`src/rtl/uart_pkg.sv`:
```
// Shared types and default constants for the UART transmit arbiter.
package uart_pkg;

    typedef enum logic {
        IDLE = 1'b0,
        XFER = 1'b1
    } uart_arb_state_t;

    localparam int unsigned UART_BYTE_W           = 8;
    localparam int unsigned UART_N_REQ_DEF        = 4;
    localparam int unsigned UART_MAX_PKT_LEN_DEF  = 256;
    localparam int unsigned UART_IDLE_TIMEOUT_DEF = 1024;

endpackage

```
`src/rtl/uart_tx_arb_if.sv`:
```
// Requester/UART byte-stream bundle for uart_tx_arb.
//   master : requester side (drives req_*, byte_out_ready; observes status)
//   slave  : arbiter side (drives req_ready, byte_out_*, grant/status outputs)
interface uart_tx_arb_if #(
    parameter int unsigned N_REQ = 4
);
    import uart_pkg::*;

    localparam int unsigned ID_W = $clog2(N_REQ);

    logic [N_REQ*UART_BYTE_W-1:0] req_data;
    logic [N_REQ-1:0]             req_valid;
    logic [N_REQ-1:0]             req_last;
    logic [N_REQ-1:0]             req_ready;
    logic [UART_BYTE_W-1:0]       byte_out_data;
    logic                         byte_out_valid;
    logic                         byte_out_ready;
    logic [ID_W-1:0]              grant_id;
    logic                         busy;
    logic                         timeout_pulse;
    logic [7:0]                   timeout_count;

    modport master (
        output req_data, req_valid, req_last, byte_out_ready,
        input  req_ready, byte_out_data, byte_out_valid,
        input  grant_id, busy, timeout_pulse, timeout_count
    );

    modport slave (
        input  req_data, req_valid, req_last, byte_out_ready,
        output req_ready, byte_out_data, byte_out_valid,
        output grant_id, busy, timeout_pulse, timeout_count
    );

endinterface

```
`src/rtl/rr_pick.sv`:
```
// Round-robin picker: first set bit of req_vec at or after ptr, wrapping.
//   req_vec : request bits
//   ptr     : search start index
//   any     : at least one request is set
//   idx     : chosen index (0 when any = 0)
module rr_pick #(
    parameter  int unsigned N_REQ = 4,
    localparam int unsigned ID_W  = $clog2(N_REQ)
) (
    input  logic [N_REQ-1:0] req_vec,
    input  logic [ID_W-1:0]  ptr,
    output logic             any,
    output logic [ID_W-1:0]  idx
);

    // Walk N_REQ positions starting at ptr; the first hit wins.
    always_comb begin
        any = 1'b0;
        idx = '0;
        for (int unsigned i = 0; i < N_REQ; i++) begin
            if (!any && req_vec[(32'(ptr) + i) % N_REQ]) begin
                any = 1'b1;
                idx = ID_W'((32'(ptr) + i) % N_REQ);
            end
        end
    end

endmodule

```
`src/rtl/uart_tx_arb.sv`:
```
// Packet-level round-robin arbiter sharing one UART byte stream among
// N_REQ requesters. A grant is held for a whole packet, cut at MAX_PKT_LEN
// bytes, or revoked after IDLE_TIMEOUT cycles without a byte offered.
//   clk, rst_n : clock, asynchronous active-low reset
//   bus        : uart_tx_arb_if.slave (requester inputs, UART byte output,
//                grant_id / busy / timeout_pulse / timeout_count status)
module uart_tx_arb
    import uart_pkg::*;
#(
    parameter int unsigned N_REQ        = UART_N_REQ_DEF,
    parameter int unsigned MAX_PKT_LEN  = UART_MAX_PKT_LEN_DEF,
    parameter int unsigned IDLE_TIMEOUT = UART_IDLE_TIMEOUT_DEF
) (
    input  logic         clk,
    input  logic         rst_n,
    uart_tx_arb_if.slave bus
);

    localparam int unsigned ID_W   = $clog2(N_REQ);
    localparam int unsigned BCNT_W = (MAX_PKT_LEN  > 1) ? $clog2(MAX_PKT_LEN)  : 1;
    localparam int unsigned ICNT_W = (IDLE_TIMEOUT > 1) ? $clog2(IDLE_TIMEOUT) : 1;

    localparam logic [BCNT_W-1:0] BCNT_LAST = BCNT_W'(MAX_PKT_LEN - 1);
    localparam logic [ICNT_W-1:0] ICNT_LAST = ICNT_W'(IDLE_TIMEOUT - 1);
    localparam logic [ID_W-1:0]   LAST_ID   = ID_W'(N_REQ - 1);

    uart_arb_state_t   r_state;
    logic [ID_W-1:0]   r_rr_ptr;
    logic [ID_W-1:0]   r_grant_id;
    logic [BCNT_W-1:0] r_byte_cnt;
    logic [ICNT_W-1:0] r_idle_cnt;
    logic              r_busy;
    logic              r_timeout_pulse;
    logic [7:0]        r_timeout_count;

    logic              w_any;
    logic [ID_W-1:0]   w_pick_idx;
    logic [ID_W-1:0]   w_next_ptr;
    logic              w_xfer;
    logic              w_g_valid;
    logic              w_g_last;
    logic              w_beat;
    logic              w_release;
    logic              w_timeout;

    rr_pick #(
        .N_REQ (N_REQ)
    ) u_rr_pick (
        .req_vec (bus.req_valid),
        .ptr     (r_rr_ptr),
        .any     (w_any),
        .idx     (w_pick_idx)
    );

    assign w_xfer     = (r_state == XFER);
    assign w_g_valid  = bus.req_valid[r_grant_id];
    assign w_g_last   = bus.req_last[r_grant_id];
    assign w_beat     = w_xfer & w_g_valid & bus.byte_out_ready;
    // Release on the packet's last byte or on the cap-th byte.
    assign w_release  = w_beat & (w_g_last | (r_byte_cnt == BCNT_LAST));
    // A byte offered in the terminal cycle wins over the timeout.
    assign w_timeout  = w_xfer & ~w_g_valid & (r_idle_cnt == ICNT_LAST);
    assign w_next_ptr = (r_grant_id == LAST_ID) ? '0 : r_grant_id + ID_W'(1);

    // Zero-latency pass-through of the granted requester; gated off in IDLE.
    assign bus.byte_out_data  = bus.req_data[{r_grant_id, 3'b000} +: UART_BYTE_W];
    assign bus.byte_out_valid = w_xfer & w_g_valid;
    assign bus.req_ready      = w_xfer ? (N_REQ'(bus.byte_out_ready) << r_grant_id) : '0;

    assign bus.grant_id      = r_grant_id;
    assign bus.busy          = r_busy;
    assign bus.timeout_pulse = r_timeout_pulse;
    assign bus.timeout_count = r_timeout_count;

    // Arbitration FSM, byte/idle counters and status registers.
    always_ff @(posedge clk or negedge rst_n) begin
        if (!rst_n) begin
            r_state         <= IDLE;
            r_rr_ptr        <= '0;
            r_grant_id      <= '0;
            r_byte_cnt      <= '0;
            r_idle_cnt      <= '0;
            r_busy          <= 1'b0;
            r_timeout_pulse <= 1'b0;
            r_timeout_count <= '0;
        end else begin
            r_timeout_pulse <= 1'b0;
            case (r_state)
                IDLE: begin
                    if (w_any) begin
                        r_grant_id <= w_pick_idx;
                        r_state    <= XFER;
                        r_busy     <= 1'b1;
                        r_byte_cnt <= '0;
                        r_idle_cnt <= '0;
                    end
                end
                XFER: begin
                    if (w_release) begin
                        r_state    <= IDLE;
                        r_busy     <= 1'b0;
                        r_rr_ptr   <= w_next_ptr;
                        r_byte_cnt <= '0;
                        r_idle_cnt <= '0;
                    end else if (w_timeout) begin
                        r_state         <= IDLE;
                        r_busy          <= 1'b0;
                        r_rr_ptr        <= w_next_ptr;
                        r_byte_cnt      <= '0;
                        r_idle_cnt      <= '0;
                        r_timeout_pulse <= 1'b1;
                        if (r_timeout_count != 8'hFF) begin
                            r_timeout_count <= r_timeout_count + 8'd1;
                        end
                    end else if (w_beat) begin
                        r_byte_cnt <= r_byte_cnt + BCNT_W'(1);
                        r_idle_cnt <= '0;
                    end else if (!w_g_valid) begin
                        // Backpressure with valid high holds the idle count.
                        r_idle_cnt <= r_idle_cnt + ICNT_W'(1);
                    end
                end
            endcase
        end
    end

endmodule

```
`src/flat_wrapper.sv`:
```
// flat-port wrapper written by rule: the top's interface ports become plain ports
module uart_tx_arb_flat import uart_pkg::*;
#(
    parameter int unsigned N_REQ        = UART_N_REQ_DEF,
    parameter int unsigned MAX_PKT_LEN  = UART_MAX_PKT_LEN_DEF,
    parameter int unsigned IDLE_TIMEOUT = UART_IDLE_TIMEOUT_DEF
)
  (clk, rst_n, bus_req_data, bus_req_valid, bus_req_last, bus_byte_out_ready, bus_req_ready, bus_byte_out_data, bus_byte_out_valid, bus_grant_id, bus_busy, bus_timeout_pulse, bus_timeout_count);
  uart_tx_arb_if #(.N_REQ(N_REQ)) bus_i ();
  input  logic clk;
  input  logic rst_n;
  input wire logic [$bits(bus_i.req_data)-1:0] bus_req_data;
  input wire logic [$bits(bus_i.req_valid)-1:0] bus_req_valid;
  input wire logic [$bits(bus_i.req_last)-1:0] bus_req_last;
  input wire logic [$bits(bus_i.byte_out_ready)-1:0] bus_byte_out_ready;
  output wire logic [$bits(bus_i.req_ready)-1:0] bus_req_ready;
  output wire logic [$bits(bus_i.byte_out_data)-1:0] bus_byte_out_data;
  output wire logic [$bits(bus_i.byte_out_valid)-1:0] bus_byte_out_valid;
  output wire logic [$bits(bus_i.grant_id)-1:0] bus_grant_id;
  output wire logic [$bits(bus_i.busy)-1:0] bus_busy;
  output wire logic [$bits(bus_i.timeout_pulse)-1:0] bus_timeout_pulse;
  output wire logic [$bits(bus_i.timeout_count)-1:0] bus_timeout_count;
  assign bus_i.req_data = bus_req_data;
  assign bus_i.req_valid = bus_req_valid;
  assign bus_i.req_last = bus_req_last;
  assign bus_i.byte_out_ready = bus_byte_out_ready;
  assign bus_req_ready = bus_i.req_ready;
  assign bus_byte_out_data = bus_i.byte_out_data;
  assign bus_byte_out_valid = bus_i.byte_out_valid;
  assign bus_grant_id = bus_i.grant_id;
  assign bus_busy = bus_i.busy;
  assign bus_timeout_pulse = bus_i.timeout_pulse;
  assign bus_timeout_count = bus_i.timeout_count;
  uart_tx_arb #(.N_REQ(N_REQ), .MAX_PKT_LEN(MAX_PKT_LEN), .IDLE_TIMEOUT(IDLE_TIMEOUT)) u_core (.clk(clk), .rst_n(rst_n), .bus(bus_i));
endmodule
```
`config.mk`:
```
export PLATFORM = sky130hd
export DESIGN_NAME = uart_tx_arb_flat
export DESIGN_NICKNAME = d
export VERILOG_FILES = /design/src/rtl/uart_pkg.sv /design/src/rtl/uart_tx_arb_if.sv /design/src/rtl/rr_pick.sv /design/src/rtl/uart_tx_arb.sv /design/src/flat_wrapper.sv
export SDC_FILE = /design/constraint.sdc
export NUM_CORES = 1
export LEC_CHECK = 0
export CAP_MARGIN = 20
export CELL_PAD_IN_SITES_DETAIL_PLACEMENT = 0
export CELL_PAD_IN_SITES_GLOBAL_PLACEMENT = 1
export CORE_MARGIN = 1.5
export CORE_UTILIZATION = 30
export CTS_BUF_LIST = sky130_fd_sc_hd__clkbuf_8
export CTS_CLUSTER_DIAMETER = 80
export DETAILED_ROUTE_END_ITERATION = 12
export PLACE_DENSITY = 0.76
export SYNTH_ARGS = -nofsm -noshare
export SYNTH_HDL_FRONTEND = slang
export SYNTH_HIERARCHICAL = 1
export SYNTH_SLANG_ARGS = --single-unit
export TNS_END_PERCENT = 30
```
`constraint.sdc`:
```
create_clock -name clk -period 2.66 [get_ports clk]
set_input_delay 0.532 -clock clk [delete_from_list [all_inputs] [get_ports clk]]
set_output_delay 0.532 -clock clk [all_outputs]
set_load 0.01 [all_outputs]
```
After elaboration in Yosys (flattened, before gate mapping)
Index checks and enable logic that the tools add are counted.
- muxes and demuxes: 46
- reduce and logical (&&, ||, !) cells: 13
- eq/ne operators: 8
- $lt $le $gt $ge: 5
- add/subtract/negate cells: 7
- bitwise logic cells: 9
- shifts and indexed selects: 2
- operators by type and width (kind ; count):
    two-way mux 10 bit ; 5
    two-way mux 8 bit ; 4
    variable part select 32 x 6 -> 8 bit ; 1
    case mux 10 bit (2 select lines) ; 1
    two-way mux 1 bit ; 19
    adder 8 x 1 -> 8 bit, second input constant ; 2
    case mux 8 bit (2 select lines) ; 1
    less-than comparator 2 x 3 -> 1 bit, second input constant ; 5
    two-way mux 2 bit ; 7
    binary-select mux 1 bit (select 2 bit) ; 6
    adder 10 x 1 -> 10 bit, second input constant ; 1
    == test 10 bit, second input constant ; 1
    AND reduction 2 bit ; 5
    == test 8 bit, second input constant ; 1
    != test 8 bit, second input constant ; 1
    bitwise AND 1 bit ; 5
    != test 5 bit, second input constant ; 1
    adder 2 x 1 -> 2 bit, second input constant ; 2
    adder 2 bit, second input constant ; 2
    two-way mux 4 bit ; 1
    != test 4 bit, second input constant ; 1
    case mux 1 bit (2 select lines) ; 2
    AND reduction 4 bit ; 1
    left shift 1 x 2 -> 4 bit ; 1
    8 further kinds ; 14
- register bits after elaboration: 33
- word-level logic and storage cells: 98
- bits of input ports: 43
- output and inout bits: 25

Longest topological paths before layout
Gate-level depths: netlist of the first run.
- word-level depth: 14
- gate-level depth with buffers: 8
- mapped depth without buffers: 6

Modules after synthesis
Netlist of the first run, hierarchy kept.
- by module, submodules not included (module ; seq. area each (µm²) ; cells each ; instances ; area an instance (µm²)):
    uart_tx_arb ; 825.8 ; 195 ; 1 ; 2014.4
    rr_pick ; 0.0 ; 15 ; 1 ; 77.6

Least setup slack after synthesis of the first run
No wires, ideal clock.
- path type: register to register
- from: register u_core.r_grant_id[0], in the netlist u_core/bus.grant_id[0]
- to: register u_core.r_rr_ptr[0]
- buffers on the path: 3
- arrival time: 2.282 ns
- period minus slack after synthesis: 2.407 ns
- path slack: 0.253 ns
- setup time: 0.125 ns
- stages on the path, launching flop included: 9
- data required time: 2.535 ns
- path through: dfrtp_1 buf_6 mux4_2 or4_1 buf_2 inv_2 buf_6 a21oi_4 mux2_4
- cells in the longest elaborated chain, start to end: 7
- elaborated cells between the ends (all ways): 18
- classes of those cells: 1 x add/sub; 1 x eq/ne; 7 x mux; 7 x bitwise; 2 x reduce/logical
- ends and longest elaborated chain (item ; RTL line ; text):
    start, declared ; uart_tx_arb.sv:29 ; logic [ID_W-1:0] r_grant_id;
    start signal, assigned ; uart_tx_arb.sv:91 ; r_grant_id <= w_pick_idx;
    binary-select mux 1 bit (select 2 bit) ; uart_tx_arb.sv:56 ; assign w_g_valid = bus.req_valid[r_grant_id];
    two-way mux 1 bit (not written as such) ; uart_tx_arb.sv:56 ;
    bitwise AND 1 bit / inverter 1 bit (equally long branches) ; uart_tx_arb.sv:58, uart_tx_arb.sv:62 ;
    bitwise AND 1 bit, on equally long branches ; uart_tx_arb.sv:58, uart_tx_arb.sv:62 ;
    bitwise AND 1 bit, on equally long branches ; uart_tx_arb.sv:60, uart_tx_arb.sv:62 ;
    nonzero test 2 bit (no source line) ; n/a ;
    AND reduction 2 bit (no source line) ; n/a ;
    end signal, assigned ; uart_tx_arb.sv:102 ; r_rr_ptr <= w_next_ptr;
    end signal, assigned ; uart_tx_arb.sv:108 ; r_rr_ptr <= w_next_ptr;
    end, declared ; uart_tx_arb.sv:28 ; logic [ID_W-1:0] r_rr_ptr;
Several ways; a longest one is shown, not always the timed one. The select of a mux whose other input is x is not followed.
A chain may end at the register's enable or synchronous reset.

Final worst setup path of the first run
- from: input port bus_req_valid[3]
- to: output port bus_byte_out_valid
- cells in the longest elaborated chain, start to end: 3
- ends and longest elaborated chain (item ; RTL line ; text):
    start, declared ; flat_wrapper.sv:13 ; input wire logic [$bits(bus_i.req_valid)-1:0] bus_req_valid;
    binary-select mux 1 bit (select 2 bit) ; uart_tx_arb.sv:56 ;
    two-way mux 1 bit (not written as such) ; uart_tx_arb.sv:56 ;
    bitwise AND 1 bit ; uart_tx_arb.sv:67 ; assign bus.byte_out_valid = w_xfer & w_g_valid;
    end, declared ; flat_wrapper.sv:18 ; output wire logic [$bits(bus_i.byte_out_valid)-1:0] bus_byte_out_valid;
Every way passes these cells. The select of a mux whose other input is x is not followed.

==> impl_results.md, run 1 <==
- Status: finished, final reports clean
- Setup Viol. Count Final: 0
- RSZ-0062 raised after global routing: no
- Drt wl/cell: 14.7 um
- Final Cycle Share: 0.973
- CTS root buffer: clkbuf_8
- DR DRC count: 0
- Unique masters post-synth: 40
- Clock latency at the later pin of the worst-skew pair: 0.29 ns
- Pre-antenna DRT Iters: 4
- Initial antenna violation count: 0
- Syn Nets: 257
- CP max FO: 3
- Count of yosys warnings during synthesis: 6
- Area grow syn2layout: 46.5%
- CTS Buf Count: 5
- Starting density of the core: 0.310
- Pre-CTS setup slack: -0.186 ns
- Core area: 0.00676 mm2
- Die X: 86.5 um
- CP Launch Type: primary input
- Fin. Hold Viols: 0
- Overall Power: 2.32 mW
- Routed WL: 5520 um
- Ant. Diodes: 0
- Die ar.: 0.00748 mm2
- Slowest stage cell, crit path: mux4_2
- Post-route ant nets: 0
- IO buf count: 67
- Setup crit end kind: output port
- Vias/cell: 5.23
- Worst slew margin relative to its limit: 0.413
- Cell count along the critical path: 5
- Post-Syn Area: 0.00209 mm2
- Post-synthesis sequential area ratio: 0.395
- PwrDens: 758 mW/mm2
- Final Skew: 0.00513 ns
- Worst Hold Depth: 1
- EDFF count, synth: 0
- Sequence of cells on the critical path: clkdlybuf4s50_1 -> mux4_2 -> buf_4 -> and2_1 -> dlygate4sd2_1
- Tmin final: 2.59 ns
- Seq cells post-synth: 33
- Final core occ: 0.454
- Critical path's largest stage delay: 0.51 ns
- Slew Limit Fails: 0
- Placed Cells: 368
- CTS H-tree depth: 2
- Max cap viols: 0
- Avg Synthesized Cell Area: 9.96 um2
- Critical path's top delay family: buffers and inverters
- R2R depth: 5
- DP HPWL: 4170 um
- Largest net degree at the start of global routing: 34
- Layout cells sized above 1: 0.162
- Hold Buf Count CTS: 0
- Number of global-route vias before repair: 1950
- Worst-Margin Slew: 0.873 ns
- DP Area: 0.00296 mm2
- Final Cell Area: 0.00307 mm2
- Vias: 1967
- GRT Resource Usage Total: 0.154
- FMAX: 0.386 GHz
- Setup WS post-layout: 0.0726 ns
- Clock sinks: 33
- Drt first-iter violations: 81
- Worst-path clk slew: 0.07 ns
- Row cnt: 30
- Global-route wire length before repair: 9210 um
- Main synth FF type: dfrtp_1
- Leak Pwr: 1.25 nW
- Min-Delay Path Class: reg2reg
- Final Non-Filler Cells: 376
- Die H: 86.5 um
- Grt ovf: 0
- IO Pins: 68
- Worst setup path class: in2out
- CTS tree: yes
- Critical Path AT: 2.06 ns
- CTS Buffer Depth: 2
- CP Buf/Inv Count: 3
- Post-synthesis cell count: 210
- Critical Path RT: 2.13 ns
- Gpl congestion: 0.842
- Worst vdd ir: 0.000327 V
- Async SR Flop Fraction: 1.00
- Post-CTS Setup Inserts: 0
- Nets: 342
==> worst register-to-register path: cells and delay by family (launching register included) <==
kind                   cells  cell delay [ns]
AND/OR/NAND/NOR            2             0.92
multiplexers               1             0.54
flip-flops                 1             0.36
buffers and inverters      1             0.19
XOR/XNOR                   1             0.18
==> placed cells by master, fill, tap and decap left out, types with 2 or more instances in the layout <==
| cell type | synthesis | final |
|---|---|---|
| a21o_1 | 2 | 2 |
| a21oi_1 | 8 | 8 |
| a221o_1 | 4 | 4 |
| a22o_1 | 5 | 5 |
| and2_1 | 2 | 2 |
| and3_1 | 2 | 2 |
| buf_4 | 0 | 19 |
| clkbuf_8 | 0 | 7 |
| clkdlybuf4s50_1 | 0 | 66 |
| dfrtp_1 | 33 | 33 |
| ha_1 | 4 | 4 |
| inv_1 | 13 | 13 |
| inv_2 | 2 | 2 |
| mux2_2 | 3 | 3 |
| mux2_4 | 2 | 2 |
| mux2i_1 | 2 | 2 |
| mux4_2 | 10 | 10 |
| nand2_1 | 14 | 14 |
| nand2b_1 | 3 | 3 |
| nand3_1 | 14 | 14 |
| nand4_1 | 6 | 6 |
| nor2_1 | 15 | 15 |
| nor2b_1 | 4 | 4 |
| nor3_1 | 13 | 13 |
| nor4_1 | 4 | 3 |
| o21ai_0 | 10 | 10 |
| o221ai_1 | 7 | 7 |
| o31ai_1 | 4 | 4 |
| xor2_1 | 6 | 6 |
==> layout make-up <==
type	count	area [um2]
Fill cell	669	3690
Multi-Input combinational cell	154	1170
Sequential cell	33	826
Timing Repair Buffer	86	812
Tap cell	80	100
Clock buffer	7	96.3
Inverter	15	56.3
Clock inverter	1	5.00
==> flip-flops by register name (all words and copies together) (netlist names) <==
| signal | cells |
|---|---|
| u_core/bus.timeout_count | 8 |
| u_core/r_byte_cnt | 8 |
| u_core/r_idle_cnt | 10 |
| u_core/bus.busy | 1 |
| u_core/bus.timeout_pulse | 1 |
| u_core/r_state | 1 |
| u_core/bus.grant_id | 2 |
| u_core/r_rr_ptr | 2 |
==> repair_timing <==
action / 4_1_cts / 5_1_grt
endpoints found under the setup margin: 1 / 1
pin swaps: 0 / 0
gates resized for setup: 1 / 1
==> path summary, 6_finish.rpt <==
path,startpoint,endpoint,slack (ns)
worst max register to register,u_core/bus.grant_id[0],u_core/bus.timeout_count[5],0.39
min in group asynchronous,rst_n,u_core/r_byte_cnt[4],0.65
max in group asynchronous,rst_n,u_core/r_idle_cnt[2],1.69
worst min register to register,u_core/bus.busy,u_core/bus.busy,0.49
worst max-delay path,bus_req_valid[3],bus_byte_out_valid,0.07
worst min-delay path,u_core/bus.busy,u_core/bus.busy,0.49
==> layer usage <==
layer | part of all wire | routed length, um | track usage
met3 | 0.083 | 459 | 0.0362
met5 | 0 | 0 | 0
met1 | 0.45 | 2470 | 0.191
met2 | 0.46 | 2540 | 0.271
met4 | 0.0087 | 48 | 0.0396
==> cell usage after synthesis, types with 3 or more instances <==
| master | number | share of area |
|---|---|---|
| clkbuf_1 | 4 | 0.0072 |
| a22o_1 | 5 | 0.021 |
| o21ai_0 | 10 | 0.024 |
| nor2_1 | 15 | 0.027 |
| nor2b_1 | 4 | 0.012 |
| xor2_1 | 6 | 0.025 |
| nand4_1 | 6 | 0.018 |
| a21oi_1 | 8 | 0.019 |
| o221ai_1 | 7 | 0.029 |
| nor4_1 | 4 | 0.012 |
| mux2_2 | 3 | 0.016 |
| dfrtp_1 | 33 | 0.39 |
| mux4_2 | 10 | 0.11 |
| a221o_1 | 4 | 0.019 |
| inv_1 | 13 | 0.023 |
| o31ai_1 | 4 | 0.014 |
| nand2b_1 | 3 | 0.0090 |
| nand2_1 | 14 | 0.025 |
| nand3_1 | 14 | 0.033 |
| ha_1 | 4 | 0.024 |
| nor3_1 | 13 | 0.031 |
==> where the power goes <==
part | internal (mW) | leakage, nW | switching [mW] | total, mW
clock | 0.234 | 0.0542 | 0.185 | 0.419
sequential | 0.606 | 0.425 | 0.125 | 0.731
combinational | 0.633 | 0.774 | 0.542 | 1.17
total | 1.47 | 1.25 | 0.852 | 2.32
==> stage by stage <==
stage,TNS [ns],hold slack (ns)
after floorplan,0,0.236
after global placement,-1.90,0.480
after detailed placement,-2.54,0.480
after CTS,0,0.496
after global routing,0,0.511
final,0,0.489
==> logic make-up after synthesis <==
logic type,count (synthesis),synth area share
xor gates and xnor gates,7,0.0293
AOI/OAI and AO/OA,47,0.169
and+or+nand+nor,79,0.187
DFF,33,0.395
muxes,17,0.148
buffers and inverters,23,0.0490
adders and majority gates,4,0.0239
Power figures use the tool's default switching activity.
==> run 2, diff against run 1 <==
--- a/config.mk
+++ b/config.mk
@@ -8,12 +8,13 @@
 export CAP_MARGIN = 20
 export CELL_PAD_IN_SITES_DETAIL_PLACEMENT = 0
 export CELL_PAD_IN_SITES_GLOBAL_PLACEMENT = 1
-export CORE_MARGIN = 1.5
-export CORE_UTILIZATION = 30
+export CORE_MARGIN = 2
+export CORE_UTILIZATION = 35
 export CTS_BUF_LIST = sky130_fd_sc_hd__clkbuf_8
 export CTS_CLUSTER_DIAMETER = 80
 export DETAILED_ROUTE_END_ITERATION = 12
-export PLACE_DENSITY = 0.76
+export PLACE_DENSITY = 0.86
+export SLEW_MARGIN = 20
 export SYNTH_ARGS = -nofsm -noshare
 export SYNTH_HDL_FRONTEND = slang
 export SYNTH_HIERARCHICAL = 1
==> run 2 against run 1 <==
- non-clock buffer count up 1
- via count up 2.2%
- worst setup slack worse by 0.0045 ns
- sequential share of layout area down 0.088 points
- highest routed layer unchanged
- count of clock-buffer cells in the layout down 1
- sequential power about the same
- global-route usage up 1.6 points
- core utilization up 7.2 points
- routed wire length down 1.2%
- clock power up 14%
==> impl_results.md, run 2 (synthesized netlist as in run 1, its figures left out) <==
- Initial antenna violation count: 0
- Ant. Diodes: 0
- Critical Path RT: 2.86 ns
- CP Buf/Inv Count: 2
- CTS Buf Count: 5
- Worst vdd ir: 0.000400 V
- Post-CTS Setup Inserts: 0
- Final Cycle Share: 0.974
- Max reg flops: 10
- Setup crit end kind: register
- Switching pwr: 0.838 mW
- Final Skew: 0.00669 ns
- Pre-antenna DRT Iters: 4
- Layout cells sized above 1: 0.158
- Net Sw Frac: 0.352
- Worst Hold Depth: 1
- Hold EP: u_core/bus.busy
- Biggest register: u_core/r_idle_cnt
- Vias/cell: 5.40
- Worst r2r src: u_core/bus.grant_id[0]
- Hold Buf Count CTS: 0
- Gpl congestion: 0.733
- Largest net degree at the start of global routing: 34
- Number of global-route vias before repair: 1884
- Routed WL: 5450 um
- Grt ovf: 0
- Clock sinks: 33
- Min-Delay Path Class: reg2reg
- Drt first-iter violations: 160
- Critical path's largest stage delay: 0.61 ns
- Slew Limit Fails: 0
- CTS tree: yes
- Drt wl/cell: 14.7 um
- Commonest non-fill, non-tap cell in the layout: clkdlybuf4s50_1
- RSZ-0062 raised after global routing: no
- Internal Power: 1.54 mW
- IO buf count: 67
- R2R Path End: u_core/bus.timeout_count[7]
- Row cnt: 28
- Crit path from: bus_req_valid[3]
- DP HPWL: 4160 um
- Hold Crit Start: u_core/bus.busy
- Reg power frac: 0.308
- Worst-Margin Slew: 0.764 ns
- Final Cell Area: 0.00308 mm2
- Worst-path clk slew: 0.06 ns
- DR DRC count: 0
- Clock power share: 0.201
- CP Launch Type: primary input
- GRT Resource Usage Total: 0.170
- Worst setup path class: in2reg
- Worst slew margin relative to its limit: 0.487
- Global-route wire length before repair: 8710 um
- CP max FO: 5
- R2R depth: 5
- Starting density of the core: 0.358
- Setup WS post-layout: 0.0682 ns
- PwrDens: 773 mW/mm2
- FMAX: 0.386 GHz
- Core area: 0.00585 mm2
- Most frequent cells in the layout: 66 x clkdlybuf4s50_1, 33 x dfrtp_1, 20 x buf_4
- Combinational Power Share: 0.491
- Max cap viols: 0
- Vias: 2010
- CTS Buffer Depth: 2
- Critical path's top delay family: simple AND/OR/NAND/NOR gates
- Post-route ant nets: 0
- CTS H-tree depth: 2
- Area grow syn2layout: 47.0%
- Leak Pwr: 1.27 nW
- Pre-CTS setup slack: -0.213 ns
- Fin. Hold Viols: 0
- Sequence of cells on the critical path: clkdlybuf4s50_1 -> mux4_2 -> or4_1 -> buf_4 -> nor4_1 -> xor2_1
- Nets: 343
- Die X: 81.3 um
- Critical Path AT: 2.79 ns
- Reg2Reg Setup Slack: 0.36 ns
- Status: finished, final reports clean
- Slowest stage cell, crit path: or4_1
- CTS root buffer: clkbuf_8
- Tmin final: 2.59 ns
- IO Pins: 68
- Worst hold slack: 0.492 ns
- Die H: 81.3 um
- DP Area: 0.00296 mm2
- Die ar.: 0.00661 mm2
- Clock latency at the later pin of the worst-skew pair: 0.28 ns
- Setup Viol. Count Final: 0
-- run 2: stage by stage --
| stage | util | TNS [ns] | total power [mW] | std cells |
|---|---|---|---|---|
| after floorplan | - | 0 | 1.42 | 210 |
| after global placement | 0.506 | -1.57 | 1.91 | 364 |
| after detailed placement | 0.506 | -2.07 | 1.92 | 364 |
| after CTS | 0.526 | 0 | 2.40 | 372 |
| after global routing | 0.526 | 0 | 2.56 | 372 |
| final | 0.526 | 0 | 2.38 | 372 |
-- run 2: final cells by class --
type / count / area (um2)
fillers: 537 / 2780
multi-input cells: 154 / 1160
flip-flops and latches: 33 / 826
repair buffers: 87 / 820
well taps: 75 / 93.8
clock buffers: 6 / 82.6
inverters: 15 / 56.3
clock inverters: 2 / 33.8
-- run 2: worst max-delay path by stage --
stage                     cells past startpoint                           to  slack [ns]
after floorplan                               8           u_core/r_rr_ptr[0]        0.25
after global placement                        6  u_core/bus.timeout_count[7]       -0.13
after detailed placement                      6  u_core/bus.timeout_count[7]       -0.21
after CTS                                     6  u_core/bus.timeout_count[7]        0.07
after global routing                          6  u_core/bus.timeout_count[7]        0.01
final                                         6  u_core/bus.timeout_count[7]        0.07
-- run 2: power by group through the flow --
| stage | logic [mW] | clock network [mW] | registers [mW] |
|---|---|---|---|
| 2_1_floorplan | 0.707 | 0 | 0.715 |
| 3_3_place_gp | 1.17 | 0 | 0.738 |
| 3_5_place_dp | 1.18 | 0 | 0.738 |
| 4_1_cts | 1.18 | 0.494 | 0.729 |
| 5_1_grt | 1.28 | 0.528 | 0.754 |
| 6_report | 1.17 | 0.479 | 0.732 |
-- run 2: worst register-to-register path, delay by kind of cell (launching register included) --
family | cells | cell delay, ns
simple gates | 2 | 0.97
mux | 1 | 0.52
flops | 1 | 0.36
buf+inv | 1 | 0.19
xor+xnor | 1 | 0.18
-- run 2: layer usage --
metal	up-vias	share of wire	track usage	wire [um]
met5	-	0	0	0
met4	0	0.0097	0.0525	53
met3	6	0.11	0.0544	573
met2	75	0.46	0.287	2490
met1	958	0.43	0.206	2330
li1	971	-	-	-
-- run 2: repair_timing --
item                       CTS  global route
hold endpoints to repair     0             0
resized for setup            1             0
setup endpoints to repair    1             0
==> run 3, diff against run 2 <==
--- a/config.mk
+++ b/config.mk
@@ -13,7 +13,7 @@
 export CTS_BUF_LIST = sky130_fd_sc_hd__clkbuf_8
 export CTS_CLUSTER_DIAMETER = 80
 export DETAILED_ROUTE_END_ITERATION = 12
-export PLACE_DENSITY = 0.86
+export PLACE_DENSITY = 0.82
 export SLEW_MARGIN = 20
 export SYNTH_ARGS = -nofsm -noshare
 export SYNTH_HDL_FRONTEND = slang
==> run 3 against run 2 <==
- sequential share of layout area is 0.37 points higher
- worst hold slack better by 0.0039 ns
- clock skew hardly changed
- sequential power hardly changed
- die area stayed put
- via count is 0.50% lower
- combinational power hardly changed
- clock power is 25% lower
- worst setup slack worse by 0.0057 ns
- cell count is 0.27% lower
- largest cell class unchanged
- cell area is 1.3% lower
==> impl_results.md, run 3 (synthesized netlist as in run 1, its figures left out) <==
- Die X: 81.3 um
- Pre-antenna DRT Iters: 4
- Clock sinks: 33
- Max reg flops: 10
- Gpl congestion: 0.799
- Max cap viols: 0
- Worst-Margin Slew: 0.680 ns
- Biggest register: u_core/r_idle_cnt
- Starting density of the core: 0.358
- Worst hold slack: 0.496 ns
- Commonest non-fill, non-tap cell in the layout: clkdlybuf4s50_1
- Initial antenna violation count: 0
- FMAX: 0.385 GHz
- PwrDens: 749 mW/mm2
- CTS Buffer Depth: 2
- Ant. Diodes: 0
- Slew Limit Fails: 0
- CTS root buffer: clkbuf_8
- Nets: 342
- CP max FO: 3
- Vias: 2000
- DP Area: 0.00295 mm2
- Setup crit end kind: output port
- Pre-CTS setup slack: -0.245 ns
- Vias/cell: 5.39
- IO buf count: 67
- Die H: 81.3 um
- Post-CTS Setup Inserts: 0
- Area grow syn2layout: 45.0%
- Hold Buf Count CTS: 0
- Global-route wire length before repair: 8760 um
- Drt first-iter violations: 117
- Die ar.: 0.00661 mm2
- Leak Pwr: 1.25 nW
- Drt wl/cell: 14.6 um
- Grt ovf: 0
- FILL cells: 526
- Internal Power: 1.43 mW
- Routed WL: 5400 um
- Row cnt: 28
- CTS tree: yes
- CP Launch Type: primary input
- RSZ-0062 raised after global routing: no
- Critical Path AT: 2.07 ns
- Post-route ant nets: 0
- Largest net degree at the start of global routing: 34
- CTS Buf Count: 5
- Worst vdd ir: 0.000309 V
- DP HPWL: 4060 um
- Switching pwr: 0.846 mW
- Most frequent cells in the layout: 66 x clkdlybuf4s50_1, 33 x dfrtp_1, 19 x buf_4
- # resized after CTS: 1
- GRT Resource Usage Total: 0.170
- Final Cell Area: 0.00303 mm2
- Core area: 0.00585 mm2
- Final Cycle Share: 0.977
- Status: finished, final reports clean
- Number of global-route vias before repair: 1903
- Layout cells sized above 1: 0.155
- Worst-path clk slew: 0.06 ns
- Setup Viol. Count Final: 0
- Clock power share: 0.158
- Net Sw Frac: 0.372
- DR DRC count: 0
- IO Pins: 68
- Clock latency at the later pin of the worst-skew pair: 0.28 ns
- Critical Path RT: 2.13 ns
- Setup WS post-layout: 0.0625 ns
- Combinational Power Share: 0.520
- Min-Delay Path Class: reg2reg
- Reg power frac: 0.323
- Worst setup path class: in2out
- CTS H-tree depth: 2
- Fin. Hold Viols: 0
- Tmin final: 2.60 ns
- Worst slew margin relative to its limit: 0.543
- Final Skew: 0.00692 ns
[run 3: cell types whose count changed in the layout (fill, tap and decap cells not counted)]
cell | before | now
bufinv_16 | 1 | 0
buf_4 | 20 | 19
clkinv_2 | 0 | 2
clkbuf_8 | 6 | 5
[run 3: path summary, 6_finish.rpt]
kind | start | endpoint | slack, ns | cells past startpoint
min reg2reg | u_core/bus.timeout_count[7] | u_core/bus.timeout_count[7] | 0.50 | 1
min | u_core/bus.timeout_count[7] | u_core/bus.timeout_count[7] | 0.50 | 1
max reg2reg | u_core/bus.grant_id[0] | u_core/r_byte_cnt[4] | 0.37 | 6
max in group asynchronous | rst_n | u_core/bus.timeout_count[6] | 1.70 | 2
max | bus_req_valid[3] | bus_byte_out_valid | 0.06 | 5
min in group asynchronous | rst_n | u_core/r_byte_cnt[5] | 0.65 | 2
[run 3: area by class of cell]
cell class              instances  area [um2]  share of cell area
inverters                      15        56.3              0.0186
clock buffers                   5        68.8              0.0227
well taps                      75        93.8              0.0309
multi-input cells             154        1160               0.384
flip-flops and latches         33         826               0.272
repair buffers                 86         812               0.268
clock inverters                 3        13.8             0.00454
[run 3: power by group through the flow]
stage                     clock [mW]  sequential, mW  combinational (mW)
after floorplan                    0           0.715               0.707
after global placement             0           0.740                1.19
after detailed placement           0           0.743                1.20
after CTS                      0.373           0.734                1.20
after global routing           0.391           0.755                1.30
final                          0.359           0.733                1.18
[run 3: layer usage]
| layer | track usage | share of wire |
|---|---|---|
| met4 | 0.0525 | 0.014 |
| met2 | 0.296 | 0.46 |
| met5 | 0 | 0 |
| met3 | 0.0544 | 0.11 |
| met1 | 0.197 | 0.41 |
[run 3: metrics by stage]
step	std cells	power [mW]	TNS, ns	util
floorplan	210	1.42	0	-
global placement	363	1.93	-2.66	0.505
detailed placement	363	1.94	-3.83	0.505
CTS	371	2.30	0	0.519
global route	371	2.45	0	0.519
finish	371	2.27	0	0.519
[run 3: critical path, stage by stage]
cell and delay [ns]:
clkdlybuf4s50_1 0.43, mux4_2 0.52, buf_4 0.16, and2_1 0.15
dlygate4sd2_1 0.28
